===== config.mk =====
export PLATFORM = sky130hd
export DESIGN_NAME = icdf_grng_ctrl
export DESIGN_NICKNAME = d
export VERILOG_FILES = /design/src/rtl/icdf_grng_ctrl.sv
export SDC_FILE = /design/constraint.sdc
export NUM_CORES = 1
export LEC_CHECK = 0
export BUFFER_PORTS_ARGS = -buffer_cell sky130_fd_sc_hd__buf_2
export CAP_MARGIN = 20
export CORE_ASPECT_RATIO = 1.2
export CORE_MARGIN = 2
export CORE_UTILIZATION = 25
export CTS_CLUSTER_DIAMETER = 40
export DETAILED_ROUTE_END_ITERATION = 10
export HOLD_SLACK_MARGIN = 0.12
export PLACE_DENSITY = 0.37
export SLEW_MARGIN = 40
export SYNTH_ARGS = -nofsm -noshare
export SYNTH_HDL_FRONTEND = slang
export SYNTH_SLANG_ARGS = --single-unit

===== constraint.sdc =====
create_clock -name clk -period 5.9 [get_ports clk]
set_input_delay 1.18 -clock clk [delete_from_list [all_inputs] [get_ports clk]]
set_output_delay 1.18 -clock clk [all_outputs]
set_load 0.1 [all_outputs]

===== src/rtl/icdf_grng_ctrl.sv =====
// icdf_grng_ctrl: sequencer and output buffer for the ICDF Gaussian RNG datapath.
// Drives en_icdf with a PIPE_LAT-cycle warm-up and captures valid gauss_in
// samples into a first-word fall-through FIFO. The FIFO is drained through a
// valid/ready stream. Runs are fixed-length bursts, or continuous when
// burst_len is 0. A full FIFO pauses the pipeline until it drains to LOW_WM.
// Optional feature macro: GRNG_STATS_EN adds the stat_drop/stat_out counters.
module icdf_grng_ctrl #(
   parameter int PIPE_LAT = 7,
   parameter int DEPTH    = 16,
   parameter int LOW_WM   = 4
) (
   input  logic        clk,
   input  logic        rst,
   input  logic        start,
   input  logic        stop,
   input  logic [15:0] burst_len,
   output logic        en_icdf,
   input  logic [15:0] gauss_in,
   output logic [15:0] sample_data,
   output logic        sample_valid,
   input  logic        sample_ready,
   output logic        busy,
   output logic        done
`ifdef GRNG_STATS_EN
   ,
   output logic [31:0] stat_drop,
   output logic [31:0] stat_out
`endif
);

   localparam int AW  = $clog2(DEPTH);
   localparam int CW  = AW + 1;
   localparam int WCW = $clog2(PIPE_LAT + 1);

   typedef enum logic [2:0] {
      S_IDLE,
      S_WARM,
      S_RUN,
      S_PAUSE,
      S_DRAIN
   } state_t;

   state_t          state, state_nxt;
   logic [15:0]     mem [DEPTH];
   logic [AW-1:0]   wr_ptr, rd_ptr;
   logic [CW-1:0]   count, count_nxt;
   logic [WCW-1:0]  warm_cnt;
   logic [15:0]     wr_cnt, burst_q;
   logic            wr, rd, fill, burst_end;

   // FIFO handshake, occupancy update and RUN-state event decode.
   always_comb begin
      // NOTE: every signal assigned here gets a default first, so no path leaves
      // it unassigned and no latch is inferred.
      sample_valid = (count != '0);
      sample_data  = sample_valid ? mem[rd_ptr] : 16'h0000;
      rd           = sample_valid && sample_ready;
      wr           = (state == S_RUN) && ((count != CW'(DEPTH)) || rd);
      count_nxt    = count;
      case ({wr, rd})
         2'b10:   count_nxt = count + CW'(1);
         2'b01:   count_nxt = count - CW'(1);
         default: count_nxt = count;
      endcase
      // Full with no read pending: pause. A read at full keeps the run going.
      fill      = (count_nxt == CW'(DEPTH)) && !rd;
      burst_end = wr && (burst_q != 16'h0000) && ((wr_cnt + 16'd1) == burst_q);
   end

   // Next-state logic; stop outranks burst-end and full transitions.
   always_comb begin
      state_nxt = state;
      case (state)
         S_IDLE:  if (start) state_nxt = S_WARM;
         S_WARM:  if (stop) state_nxt = S_DRAIN;
                  else if (warm_cnt == WCW'(PIPE_LAT)) state_nxt = S_RUN;
         S_RUN:   if (stop || burst_end) state_nxt = S_DRAIN;
                  else if (fill) state_nxt = S_PAUSE;
         S_PAUSE: if (stop) state_nxt = S_DRAIN;
                  else if (count <= CW'(LOW_WM)) state_nxt = S_WARM;
         S_DRAIN: if (count == '0) state_nxt = S_IDLE;
         default: state_nxt = S_IDLE;
      endcase
   end

   // State register plus registered control outputs derived from next state.
   always_ff @(posedge clk or posedge rst) begin
      // NOTE: sequential state uses non-blocking assignments so every flop
      // samples pre-edge values regardless of process ordering.
      if (rst) begin
         state   <= S_IDLE;
         en_icdf <= 1'b0;
         busy    <= 1'b0;
         done    <= 1'b0;
      end else begin
         state   <= state_nxt;
         en_icdf <= (state_nxt == S_WARM) || (state_nxt == S_RUN);
         busy    <= (state_nxt != S_IDLE);
         done    <= (state == S_DRAIN) && (state_nxt == S_IDLE);
      end
   end

   // Warm-up counter: 1 on WARM entry, counts up to PIPE_LAT while in WARM.
   always_ff @(posedge clk or posedge rst) begin
      if (rst) begin
         warm_cnt <= '0;
      end else if (state_nxt == S_WARM) begin
         warm_cnt <= (state == S_WARM) ? warm_cnt + WCW'(1) : WCW'(1);
      end else begin
         warm_cnt <= '0;
      end
   end

   // Burst length latch and write counter.
   always_ff @(posedge clk or posedge rst) begin
      if (rst) begin
         burst_q <= 16'h0000;
         wr_cnt  <= 16'h0000;
      end else if (state == S_IDLE && start) begin
         burst_q <= burst_len;
         wr_cnt  <= 16'h0000;
      end else if (wr) begin
         wr_cnt  <= wr_cnt + 16'd1;
      end
   end

   // FIFO pointers and occupancy; pointers wrap naturally at DEPTH.
   always_ff @(posedge clk or posedge rst) begin
      if (rst) begin
         wr_ptr <= '0;
         rd_ptr <= '0;
         count  <= '0;
      end else begin
         if (wr) wr_ptr <= wr_ptr + AW'(1);
         if (rd) rd_ptr <= rd_ptr + AW'(1);
         count <= count_nxt;
      end
   end

   // FIFO storage.
   always_ff @(posedge clk) begin
      // NOTE: the storage array is not reset; the count gates sample_data, so
      // stale contents are never visible.
      if (wr) mem[wr_ptr] <= gauss_in;
   end

`ifdef GRNG_STATS_EN
   logic drop_evt;

   // In-flight samples are lost when RUN ends by pause or stop, not burst end.
   always_comb begin
      drop_evt = (state == S_RUN) && (stop || (fill && !burst_end));
   end

   // Saturating statistics counters, cleared only by reset.
   always_ff @(posedge clk or posedge rst) begin
      if (rst) begin
         stat_drop <= 32'h0;
         stat_out  <= 32'h0;
      end else begin
         if (drop_evt)
            stat_drop <= (stat_drop > (32'hFFFF_FFFF - 32'(PIPE_LAT))) ?
                         32'hFFFF_FFFF : stat_drop + 32'(PIPE_LAT);
         if (rd && (stat_out != 32'hFFFF_FFFF))
            stat_out <= stat_out + 32'd1;
      end
   end
`endif

endmodule


==> run summary <==
Largest driver fanout on the critical path - 19
Area contributors post-synth - edfxtp_1 59%, mux4_2 14%, dfrtp_1 10%, mux2_2 1.6%, xnor2_1 1.2%
Synth unique cells - 64
Largest family of logic cells by synthesized area - multiplexers
Average instance area after synthesis - 18.08 um^2
Min setup slack post-route - 1.504 ns
Post-DRT Antenna Nets - 0
Number of rows created at floorplan - 91
H-tree depth reported by CTS - 2
Worst-case headroom to the max-slew limit - 0.5271
Chip Height - 254.2 um
Bufs on Longest Clock Path - 3
Final setup viols - 0
Setup crit start kind - flop
Routed wire per std cell - 21.96 um
XOR/XNOR share of the synthesized area - 0.01747
Antenna violations before repair - 2
Core Footprint - 0.05146 mm^2
Peak clock frequency supported by timing - 227.5 MHz
WL final - 34210 um
Post-synth top area cell - edfxtp_1
Number of failing hold endpoints at the final stage - 0
Final sum of negative setup slack - 0 ns
Sw Share - 0.3534
Clock tree from TritonCTS - built
Post-synthesis cell area - 0.01304 mm^2
Switching power of the nets - 0.002958 W
Yosys warning count - 0
Quantity of hold-fixing buffers added after cts - 0
Sequential area share after synthesis - 0.6933
Leakage - 5.403 nW
Clock power frac - 0.361
Synthesized netlist net count - 770
CTS clk-pin slew, worst paths - 0.04 ns
Max-cap violations - 0
Basic-gate share of the synthesized area counting and, or, nand and nor cells - 0.06171
Worst endpoint required time - 4.72 ns
Clock sink total - 310
Share of the synthesized area in the top cell type - 0.5896
Share of final-layout standard cells stronger than drive strength 1 - 0.3438
Area grow syn2layout - 23.49%
Post-Route Hold Slack - 0.4923 ns
Vias per cell - 4.492
Overall track demand over capacity in global routing - 0.1314
Overall die area - 0.05400 mm^2
Outcome - completed
Setup CP Type - reg -> out
Synthesis-stage register bit count - 310
DP Worst Slack - 1.697 ns
Clock network latency to the later pin of the worst-skew pair - 0.60 ns
Unrepaired setup endpoints after global routing - no
Number of top-level design ports - 57
Adder and majority gate portion of the synthesized area - 0.01209
Endpoint type of the worst setup path - output port
Synthesized instance count - 721
Number of synthesized flops with an enable pin - 256
Primary FF master, synth - edfxtp_1
Multiplexer share of the synthesized area - 0.1553
Half-perimeter wire length after detailed placement - 19800 um
Antenna Cells - 0
Root buffer cell - clkbuf_16
Number of CTS-inserted buffers - 51
Worst vdd ir - 0.0004245 V
Initial core utilization - 0.2533
Via count of the first global-routing pass - 7465
Number of DRC markers in iteration 0 - 364
Worst clock skew on the final layout - 0.02702 ns
Vias after detailed routing - 6999
Combinational share of power - 0.316
Pwr per Cell Area - 519.8 mW/mm^2
Post-CTS Setup Bufs - 0
Maximum number of pins on one net before global-route repair - 37
Max-slew violations - 0
Width of the chip - 212.5 um
Share of the synthesized area in compound gates (AO/OA/AOI/OAI) - 0.04376
Class of the tightest hold or removal check - reg -> reg
Transition time at the pin with the least slew margin - 0.7086 ns
Fraction of registers with async set/reset - 0.1742
Final weighted congestion of routability-driven global placement - 0.7152
# DRC - 0
Global route total overflow - 0
Part of the cycle the worst path needs - 0.7451
Final min period - 4.396 ns
Share of power burned in registers - 0.323
Arr. time, crit path - 3.22 ns
Port-buffer cells - 56
Global-route wire length before repair - 51190 um
Final #Nets - 871
Internal Dissipation - 0.005411 W
Length of the first detailed-routing pass in iterations - 4
Post-cts sizing count - 0
==> final timing paths <==
kind                                       start                endpoint  slack (ns)  depth (start not counted)
max                        rd_ptr[0]$_DFFE_PP0N_          sample_data[9]        1.50                          5
min                        warm_cnt[0]$_DFF_PP0_   warm_cnt[0]$_DFF_PP0_        0.49                          1
max reg2reg                   state[2]$_DFF_PP0_       en_icdf$_DFF_PP0_        2.53                          9
min reg2reg                warm_cnt[0]$_DFF_PP0_   warm_cnt[0]$_DFF_PP0_        0.49                          1
max in group asynchronous                    rst   rd_ptr[1]$_DFFE_PP0N_        4.41                          3
min in group asynchronous                    rst  burst_q[3]$_DFFE_PP0P_        0.61                          2
==> sequential cells by signal, indices dropped and copies added, names as in the netlist <==
signal	count
mem	256
burst_q	16
wr_cnt	16
count	5
rd_ptr	4
wr_ptr	4
state	3
warm_cnt	3
busy	1
done	1
en_icdf	1
==> power by group through the flow <==
stage / clock, W / sequential (W) / combinational [W]
floorplan: 0 / 0.00266 / 0.00216
global placement: 0 / 0.00288 / 0.00253
detailed placement: 0 / 0.00279 / 0.00264
CTS: 0.00311 / 0.00275 / 0.00265
global route: 0.00320 / 0.00274 / 0.00282
finish: 0.00302 / 0.00270 / 0.00265
==> critical path: stages, from the launching register on <==
cell and delay, ns:
dfrtp_4 0.68, buf_4 0.41, mux4_2 0.55, mux4_2 0.47, and2_1 0.21, buf_2 0.31
==> cell usage in the layout (no fill, tap or decap), types with 10 or more instances in the layout <==
cell type | netlist | layout
and2_1 | 19 | 19
buf_2 | 9 | 56
buf_4 | 3 | 25
clkbuf_1 | 17 | 10
clkbuf_16 | 0 | 51
dfrtp_1 | 54 | 52
edfxtp_1 | 256 | 256
ha_1 | 11 | 11
inv_1 | 15 | 14
mux2_2 | 18 | 18
mux4_2 | 80 | 80
nand2_1 | 24 | 24
nor2_1 | 32 | 19
nor2_2 | 0 | 12
o21ai_0 | 24 | 24
xnor2_1 | 18 | 18
==> layer usage <==
| metal | GRT usage | vias to the layer above | part of all wire |
|---|---|---|---|
| met5 | 0 | - | 0.00032 |
| met1 | 0.1735 | 3676 | 0.45 |
| li1 | - | 3130 | - |
| met3 | 0.02734 | 62 | 0.036 |
| met2 | 0.2181 | 129 | 0.49 |
| met4 | 0.03876 | 2 | 0.023 |
==> kinds of logic after synthesis <==
group           count (synthesis)
mux                           100
fa+ha+maj                      12
buf+inv                        51
xor+xnor                       26
compound gates                 80
flops                         310
simple gates                  142
==> synth_stat cells (6+ instances only) <==
cell type	number
o21ai_0	24
edfxtp_1	256
a31oi_1	7
mux4_2	80
inv_1	15
buf_2	9
nand3_1	8
nand2_1	24
and2_1	19
or3_1	6
clkbuf_1	17
nor2_1	32
nor4_1	9
mux2_2	18
buf_1	7
nor3_1	8
xnor2_1	18
dfrtp_1	54
a21oi_1	9
xor2_1	8
ha_1	11
==> final cells by class <==
| class | count | area [um^2] |
|---|---|---|
| fill | 5109 | 35360 |
| sequential | 310 | 9046 |
| multi-input combinational | 360 | 3852 |
| clock buffer | 62 | 1328 |
| tap | 697 | 872.1 |
| timing repair buffer | 84 | 528.0 |
| clock inverter | 30 | 417.9 |
| inverter | 15 | 56.30 |
==> metrics by stage <==
step / total power [W] / instances / util / area [um^2]
after global routing: 0.008750 / 1558 / 0.3128 / 16100
after floorplan: 0.004818 / 721 / - / 13040
after CTS: 0.008510 / 1557 / 0.3125 / 16080
after detailed placement: 0.005429 / 1465 / 0.2785 / 14340
final: 0.008369 / 1558 / 0.3128 / 16100
after global placement: 0.005411 / 1463 / 0.2776 / 14290
(Power assumes the default switching activity.)
